**src/rtl/jtopl_pkg.sv**
```systemverilog
// Shared constants and stage types for the OPL operator output path.
package jtopl_pkg;
  localparam int OPL_CH    = 9;
  localparam int OPL_SLOTS = 2 * OPL_CH;
  localparam int PHASE_W   = 10;
  localparam int ATT_W     = 13;
  localparam int OUT_W     = 13;
  localparam real OPL_PI   = 3.14159265358979323846;

  typedef enum logic [1:0] {
    WAV_SINE  = 2'd0,
    WAV_HALF  = 2'd1,
    WAV_ABS   = 2'd2,
    WAV_QUART = 2'd3
  } wav_e;

  typedef struct packed {
    logic [7:0] idx;
    logic       neg;
    logic       zero;
  } dec_t;

  typedef struct packed {
    logic [ATT_W-1:0] atten;
    logic             neg;
  } att_t;

  // Attenuation past 13 bits is simply silence.
  function automatic logic [ATT_W-1:0] sat_att(input logic [ATT_W:0] sum);
    return sum[ATT_W] ? '1 : sum[ATT_W-1:0];
  endfunction
endpackage

```
**src/rtl/jtopl_op_tables.sv**
```systemverilog
// Quarter-wave log-sine ROM and fractional exponent ROM, built at elaboration.
module jtopl_op_tables import jtopl_pkg::*; (
  input  logic [7:0]  logsin_addr,
  input  logic [7:0]  exp_addr,
  output logic [11:0] logsin,
  output logic [9:0]  expv
);
  logic [11:0] ls_rom [256];
  logic [9:0]  ex_rom [256];

  for (genvar i = 0; i < 256; i++) begin : g_rom
    localparam int LS = $rtoi(-$ln($sin((i + 0.5) * OPL_PI / 512.0)) / $ln(2.0) * 256.0 + 0.5);
    localparam int EX = $rtoi($pow(2.0, i / 256.0) * 1024.0 + 0.5) - 1024;
    assign ls_rom[i] = LS[11:0];
    assign ex_rom[i] = EX[9:0];
  end

  assign logsin = ls_rom[logsin_addr];
  assign expv   = ex_rom[exp_addr];
endmodule

```
**src/rtl/jtopl_sh_rst.sv**
```systemverilog
// Clock-enabled shift register with synchronous clear.
module jtopl_sh_rst #(
  parameter int W = 13,
  parameter int N = 15
) (
  input  logic         clk,
  input  logic         rst,
  input  logic         cen,
  input  logic [W-1:0] din,
  output logic [W-1:0] drop
);
  logic [N-1:0][W-1:0] bits;

  always_ff @(posedge clk) begin
    if (rst)      bits <= '0;
    else if (cen) bits <= {bits[N-2:0], din};
  end

  assign drop = bits[N-1];
endmodule

```
**src/rtl/jtopl_op_calc.sv**
```systemverilog
// Operator output stage: FM/feedback, waveform decode, log-sin + exp lookup.
module jtopl_op_calc import jtopl_pkg::*; #(
  parameter int CH = OPL_CH
) (
  input  logic               clk,
  input  logic               rst,
  input  logic               cenop,
  input  logic [PHASE_W-1:0] phase_IV,
  input  logic               op_IV,
  input  logic               con_IV,
  input  logic [2:0]         fb_IV,
  input  logic [1:0]         wavsel_IV,
  input  logic               wave_en,
  input  logic [9:0]         eg_V,
  output logic [OUT_W-1:0]   op_result
);
  localparam int STAGES = 1;

  logic [OUT_W-1:0]   p1, p2;
  logic signed [13:0] fb_sum, fb_sh;
  logic [PHASE_W-1:0] mod, pm;
  wav_e               w;
  dec_t               dec_n, s_v;
  att_t               att_n, s_vi;
  logic [11:0]        ls, mag_base, mag;
  logic [9:0]         e;
  logic [7:0]         exp_addr;
  logic [OUT_W-1:0]   res_n;
  logic [STAGES:0]    vld_pipe;

  // p1 lines up with the same modulator one slot period back, p2 two back.
  jtopl_sh_rst #(.W(OUT_W), .N(2*CH-3)) u_d1 (
    .clk(clk), .rst(rst), .cen(cenop), .din(op_result), .drop(p1)
  );
  jtopl_sh_rst #(.W(OUT_W), .N(2*CH)) u_d2 (
    .clk(clk), .rst(rst), .cen(cenop), .din(p1), .drop(p2)
  );

  always_comb begin
    fb_sum = {p1[OUT_W-1], p1} + {p2[OUT_W-1], p2};
    fb_sh  = fb_sum >>> (4'd10 - {1'b0, fb_IV});
    mod    = '0;
    if (op_IV) begin
      if (fb_IV != 3'd0) mod = fb_sh[PHASE_W-1:0];
    end else if (!con_IV) begin
      mod = op_result[PHASE_W:1];
    end
    pm = phase_IV + mod;
  end

  always_comb begin
    w          = wave_en ? wav_e'(wavsel_IV) : WAV_SINE;
    dec_n.idx  = pm[8] ? ~pm[7:0] : pm[7:0];
    dec_n.neg  = pm[9];
    dec_n.zero = 1'b0;
    case (w)
      WAV_HALF:  dec_n.zero = pm[9];
      WAV_ABS:   dec_n.neg  = 1'b0;
      WAV_QUART: begin
        dec_n.zero = pm[8];
        dec_n.neg  = 1'b0;
      end
      default: ;
    endcase
  end

  assign exp_addr = ~s_vi.atten[7:0];

  jtopl_op_tables u_tab (
    .logsin_addr(s_v.idx), .exp_addr(exp_addr), .logsin(ls), .expv(e)
  );

  always_comb begin
    att_n.atten = s_v.zero ? '1 : sat_att({2'b0, ls} + {1'b0, eg_V, 3'b0});
    att_n.neg   = s_v.neg;
  end

  // Implicit leading one, then the integer part of the attenuation shifts down.
  always_comb begin
    mag_base = {1'b1, e, 1'b0};
    mag      = mag_base >> s_vi.atten[12:8];
    res_n    = s_vi.neg ? -{1'b0, mag} : {1'b0, mag};
  end

  // vld_pipe keeps cleared stage registers from leaking a post-reset sample.
  always_ff @(posedge clk) begin
    if (rst) begin
      s_v       <= '0;
      s_vi      <= '0;
      vld_pipe  <= '0;
      op_result <= '0;
    end else if (cenop) begin
      s_v       <= dec_n;
      s_vi      <= att_n;
      vld_pipe  <= {vld_pipe[STAGES-1:0], 1'b1};
      op_result <= vld_pipe[STAGES] ? res_n : '0;
    end
  end
endmodule

```
**config.mk**
```make
export PLATFORM = sky130hd
export DESIGN_NAME = jtopl_op_calc
export DESIGN_NICKNAME = d
export VERILOG_FILES = /design/src/rtl/jtopl_pkg.sv /design/src/rtl/jtopl_op_tables.sv /design/src/rtl/jtopl_sh_rst.sv /design/src/rtl/jtopl_op_calc.sv
export SDC_FILE = /design/constraint.sdc
export NUM_CORES = 1
export LEC_CHECK = 0
export CORE_ASPECT_RATIO = 0.8
export CORE_MARGIN = 2
export CORE_UTILIZATION = 35
export DETAILED_ROUTE_END_ITERATION = 6
export SLEW_MARGIN = 20
export SYNTH_ARGS = -nofsm -noshare
export SYNTH_HDL_FRONTEND = slang
export SYNTH_SLANG_ARGS = --single-unit
```
**constraint.sdc**
```tcl
create_clock -name clk -period 6.3 [get_ports clk]
set_input_delay 1.26 -clock clk [delete_from_list [all_inputs] [get_ports clk]]
set_output_delay 1.26 -clock clk [all_outputs]
set_load 0.05 [all_outputs]
```
==> results.env <==
MAX_CAP_VIOLATIONS=0
POST-ROUTE-WORST-SETUP-SLACK_NS=0.709
STATUS='finished with violations'
TIMING.FMAX_MHz=179
NUM-FILL-CELLS=6863
SYNTH-ASYNC-RESET-RATIO_PCT=0
TRACK_USAGE_PCT=15.7
WORST_CLOCK_SKEW_ON_THE_FINAL_LAYOUT_NS=0.0156
SYN_AVG_CELL_AREA_UM2=8.69
POWER.DENSITY_mW_PER_MM2=296
DIE_EXTENT_IN_Y_UM=239
FINAL-HOLD-VIOLATION-COUNT=0
PATH_CLK_SLEW_NS=0.07
SETUP_BUFFERS_AFTER_CTS=0
GRT_OVERFLOW_TOTAL=0
GRT_MAX_DEGREE=205
FINAL_PERIOD_MINUS_WORST_SETUP_SLACK_NS=5.59
LAYOUT_COMMON_CELLS='sky130_fd_sc_hd__nor2_1, sky130_fd_sc_hd__dfxtp_1, sky130_fd_sc_hd__mux2i_1'
LAYOUT.CELL_AREA.NON_FILLER_MM2=0.0268
YOSYS-TOP-CELLS-AREA='sky130_fd_sc_hd__dfxtp_1, sky130_fd_sc_hd__mux2i_1, sky130_fd_sc_hd__nor2_1, sky130_fd_sc_hd__ha_1, sky130_fd_sc_hd__o21ai_0'
CTSRESIZECOUNT=0
SYNTH.FF_LATCH_COUNT=468
ANTENNA_CELLS=0
CLOCK-ROOT-BUFFER='sky130_fd_sc_hd__clkbuf_16'
GRT.BUSIEST_LAYER='met1'
CTS_TREE='built'
POST_DP_CELL_AREA_MM2=0.0252
DETAIL-ROUTE-ANTENNA-NETS=0
NUMBER_OF_ANTENNA_VIOLATIONS_AT_THE_FIRST_CHECK_IN_GLOBAL_ROUTING=0
DRC_ERRORS=5
FINAL_MIN_PERIOD_OVER_CLOCK_PERIOD_PCT=88.7
REGISTER_TO_REGISTER_SETUP_SLACK_NS=0.71
HOLD_END='vld_pipe[0]'
FINAL_CELLS=3643
GLOBALROUTEMET3UTIL_PCT=3.38
WORST-PATH-MAX-FANOUT=9
ITERATION_COUNT_OF_THE_INITIAL_DETAILED_ROUTING_PASS=7
CLOCK_SINKS=468
ROWS=86
GR-USAGE-MET1_PCT=24.7
SYNTHTOLAYOUTAREAGROWTH_PCT=10.8
SLEW_VIOL_FINAL=0
DRT-INITIAL-DRC-COUNT=1872
INITIAL_CORE_UTIL_PCT=35.2
CLK_PATH_BUF_DEPTH=3
NUMBER_OF_VIAS_AFTER_DETAILED_ROUTING=19200
FRACTION_OF_FINAL_LAYOUT_CELLS_WITH_DRIVE_STRENGTH_GREATER_THAN_1_PCT=6.25
YOSYSSEQAREASHARE_PCT=38.8
LAYOUT.NETS=2780
PLACED_CELLS_INCL_TAPS=3562
SYNTH_TOP_AREA_SHARE_PCT=38.8
TIMING.RR.START='u_d1.drop[1]'
SETUP_VIOL=0
NUMBER_OF_INSTANCES_IN_THE_SYNTHESIZED_NETLIST=2779
FIRST_GLOBAL_VIAS=17200
WORST_EP_REQUIRED_TIME_NS=6.75
REGTOREGENDPOINT='s_v[5]'
CTS_BUFFERS=45
HORIZONTAL_EXTENT_OF_THE_DIE_UM=298
SETUP.WORST_PATH.CLASS='register to register'
DP.FINAL_HPWL_UM=37400
FINALCOREUTILIZATION_PCT=39.0
PORT_BUFFERS=43
TOTALWIRELENGTH_UM=57800
REPORT.POWER.TOTAL_mW=7.93
POWER_LEAKAGE_nW=10.9
MAX_SLEW.WORST_PIN.SLEW_NS=1.11
TIMING.CRITICAL_PATH.FROM_TYPE='register'
IR_DROP_WORST_CASE_VDD_V=0.000172
SLEW-LIMIT-HEADROOM_PCT=25.8
PLACER_S_FINAL_ROUTABILITY_CONGESTION_ESTIMATE=0.925
SETUP_TNS_NS=0
REG2REGPATHDEPTH=23
HOLDBUFCOUNTCTS=0
WHS_NS=0.463
SYNTH_NETS=2874
MEAN_NUMBER_OF_VIAS_PER_CELL=5.28
ROUTEDWLPERCELL_UM=15.9
FP.DIEAREA_MM2=0.0711
LEADING_CELL_TYPE_IN_THE_LAYOUT_FILL_AND_TAPS_EXCLUDED='sky130_fd_sc_hd__nor2_1'
YOSYSUNIQUECELLTYPES=79
NETLIST_AREA_MM2=0.0241
MIN_DELAY_PATH_DEPTH=2
VIOLATIONS='design-rule violations'
NUM_IO_PINS=44
UNREPAIRED_SETUP_ENDPOINTS_AFTER_GLOBAL_ROUTING='false'
CLOCK_LATENCY_NS=0.55
DP_SLACK_NS=0.489
SYNTH.LARGEST_AREA_CELL='sky130_fd_sc_hd__dfxtp_1'
YOSYSWARNINGS=0
SYNTH-EDFF-COUNT=0
GRT_PASS1_WL_UM=94000
YOSYS_MOST_USED_DFF='sky130_fd_sc_hd__dfxtp_1'
PLACEABLECOREAREA_MM2=0.0685
CP.ARRIVAL_NS=6.04
HOLDCRITSTARTPOINT='vld_pipe[0]'
MET2_USAGE_PCT=20.9
CTS_MAX_LEVEL=2
CRITICAL_PATH.ENDPOINT_TYPE='register'
HOLD_CLASS='register to register'
[layer usage]
metal	routed length (um)	part of all wire, %
met1	30500	53
met2	21800	38
met3	4330	7.5
met4	1060	1.8
met5	0	0
[worst max path at each step]
| stage | from | to | slack, ns | cells past startpoint |
|---|---|---|---|---|
| 2_1_floorplan | fb_IV[0] | s_v[0] | 0.93 | 20 |
| 3_3_place_gp | fb_IV[1] | s_v[4] | 0.52 | 22 |
| 3_5_place_dp | fb_IV[1] | s_v[5] | 0.49 | 21 |
| 4_1_cts | u_d1.drop[0] | s_v[5] | 0.58 | 26 |
| 5_1_grt | u_d1.drop[0] | s_v[5] | 0.28 | 26 |
| 6_report | u_d1.drop[1] | s_v[5] | 0.71 | 23 |
[worst max-delay path: stages (launching register included)]
cell and delay (ns):
sky130_fd_sc_hd__dfxtp_1 0.34, sky130_fd_sc_hd__ha_1 0.29, sky130_fd_sc_hd__a21o_1 0.18, sky130_fd_sc_hd__a21oi_1 0.31, sky130_fd_sc_hd__o21ai_0 0.23, sky130_fd_sc_hd__a31o_2 0.29
sky130_fd_sc_hd__a21o_1 0.21, sky130_fd_sc_hd__xor2_1 0.18, sky130_fd_sc_hd__mux4_2 0.50, sky130_fd_sc_hd__mux2_2 0.29, sky130_fd_sc_hd__a21oi_1 0.14, sky130_fd_sc_hd__o21ai_0 0.12
sky130_fd_sc_hd__ha_1 0.25, sky130_fd_sc_hd__fa_1 0.40, sky130_fd_sc_hd__a21oi_1 0.15, sky130_fd_sc_hd__nor2_1 0.05, sky130_fd_sc_hd__nor2_1 0.16, sky130_fd_sc_hd__o21bai_1 0.09
sky130_fd_sc_hd__a21oi_1 0.23, sky130_fd_sc_hd__o21bai_1 0.09, sky130_fd_sc_hd__a21oi_1 0.23, sky130_fd_sc_hd__xnor2_2 0.29, sky130_fd_sc_hd__xnor2_1 0.17, sky130_fd_sc_hd__a211oi_1 0.27
[layout make-up]
cell class                      instances  area (um2)  share of cell area (%)
Tap cell                              924        1160                    4.32
Timing Repair Buffer                   84         798                    2.98
Sequential cell                       468        9380                    35.0
Multi-Input combinational cell       2031       13700                    51.2
Clock buffer                           69        1400                    5.23
Inverter                               55         206                   0.771
Clock inverter                         12         138                   0.514
[Yosys cell counts, types with 7 or more instances]
| cell type | instances |
|---|---|
| sky130_fd_sc_hd__nor2_1 | 565 |
| sky130_fd_sc_hd__dfxtp_1 | 468 |
| sky130_fd_sc_hd__mux2i_1 | 454 |
| sky130_fd_sc_hd__o21ai_0 | 146 |
| sky130_fd_sc_hd__clkbuf_1 | 139 |
| sky130_fd_sc_hd__nand2_1 | 115 |
| sky130_fd_sc_hd__a21oi_1 | 106 |
| sky130_fd_sc_hd__ha_1 | 61 |
| sky130_fd_sc_hd__buf_1 | 56 |
| sky130_fd_sc_hd__inv_1 | 51 |
| sky130_fd_sc_hd__nand2b_1 | 50 |
| sky130_fd_sc_hd__a211oi_1 | 48 |
| sky130_fd_sc_hd__xnor2_1 | 39 |
| sky130_fd_sc_hd__o211ai_1 | 34 |
| sky130_fd_sc_hd__nand3_1 | 33 |
| sky130_fd_sc_hd__nor2b_1 | 30 |
| sky130_fd_sc_hd__nor3_1 | 30 |
| sky130_fd_sc_hd__buf_2 | 27 |
| sky130_fd_sc_hd__a31oi_1 | 21 |
| sky130_fd_sc_hd__a311oi_1 | 15 |
| sky130_fd_sc_hd__o22ai_1 | 14 |
| sky130_fd_sc_hd__mux2_2 | 13 |
| sky130_fd_sc_hd__o2111ai_1 | 13 |
| sky130_fd_sc_hd__xor2_1 | 13 |
| sky130_fd_sc_hd__mux4_2 | 11 |
| sky130_fd_sc_hd__o21a_1 | 11 |
| sky130_fd_sc_hd__o311ai_0 | 11 |
| sky130_fd_sc_hd__a21o_1 | 9 |
| sky130_fd_sc_hd__a221oi_1 | 9 |
| sky130_fd_sc_hd__nand4_1 | 9 |
| sky130_fd_sc_hd__nor4_1 | 9 |
| sky130_fd_sc_hd__o21bai_1 | 9 |
| sky130_fd_sc_hd__or2_2 | 8 |
| sky130_fd_sc_hd__a211o_1 | 7 |
[power by group]
| group | total (mW) | internal, mW | switching, mW |
|---|---|---|---|
| logic | 2.09 | 0.766 | 1.32 |
| registers | 3.09 | 2.99 | 0.0967 |
| clock network | 2.76 | 1.62 | 1.14 |
[state kept, by name (all words and copies together) (netlist names)]
name       flops
u_d1.bits    182
s_vi          14
s_v            9
u_d1.drop     13
op_result     13
u_d2.drop     13
att_n          1
u_d2.bits    221
vld_pipe       2
[cells by family after synthesis]
kind of cell | synth area share (%)
and+or+nand+nor | 16.3
AOI/OAI and AO/OA | 14.6
muxes | 20.5
DFF | 38.8
buffers and inverters | 4.54
adders and majority gates | 3.45
xor gates and xnor gates | 1.89
Note: power is estimated with default switching activity, not from simulation.
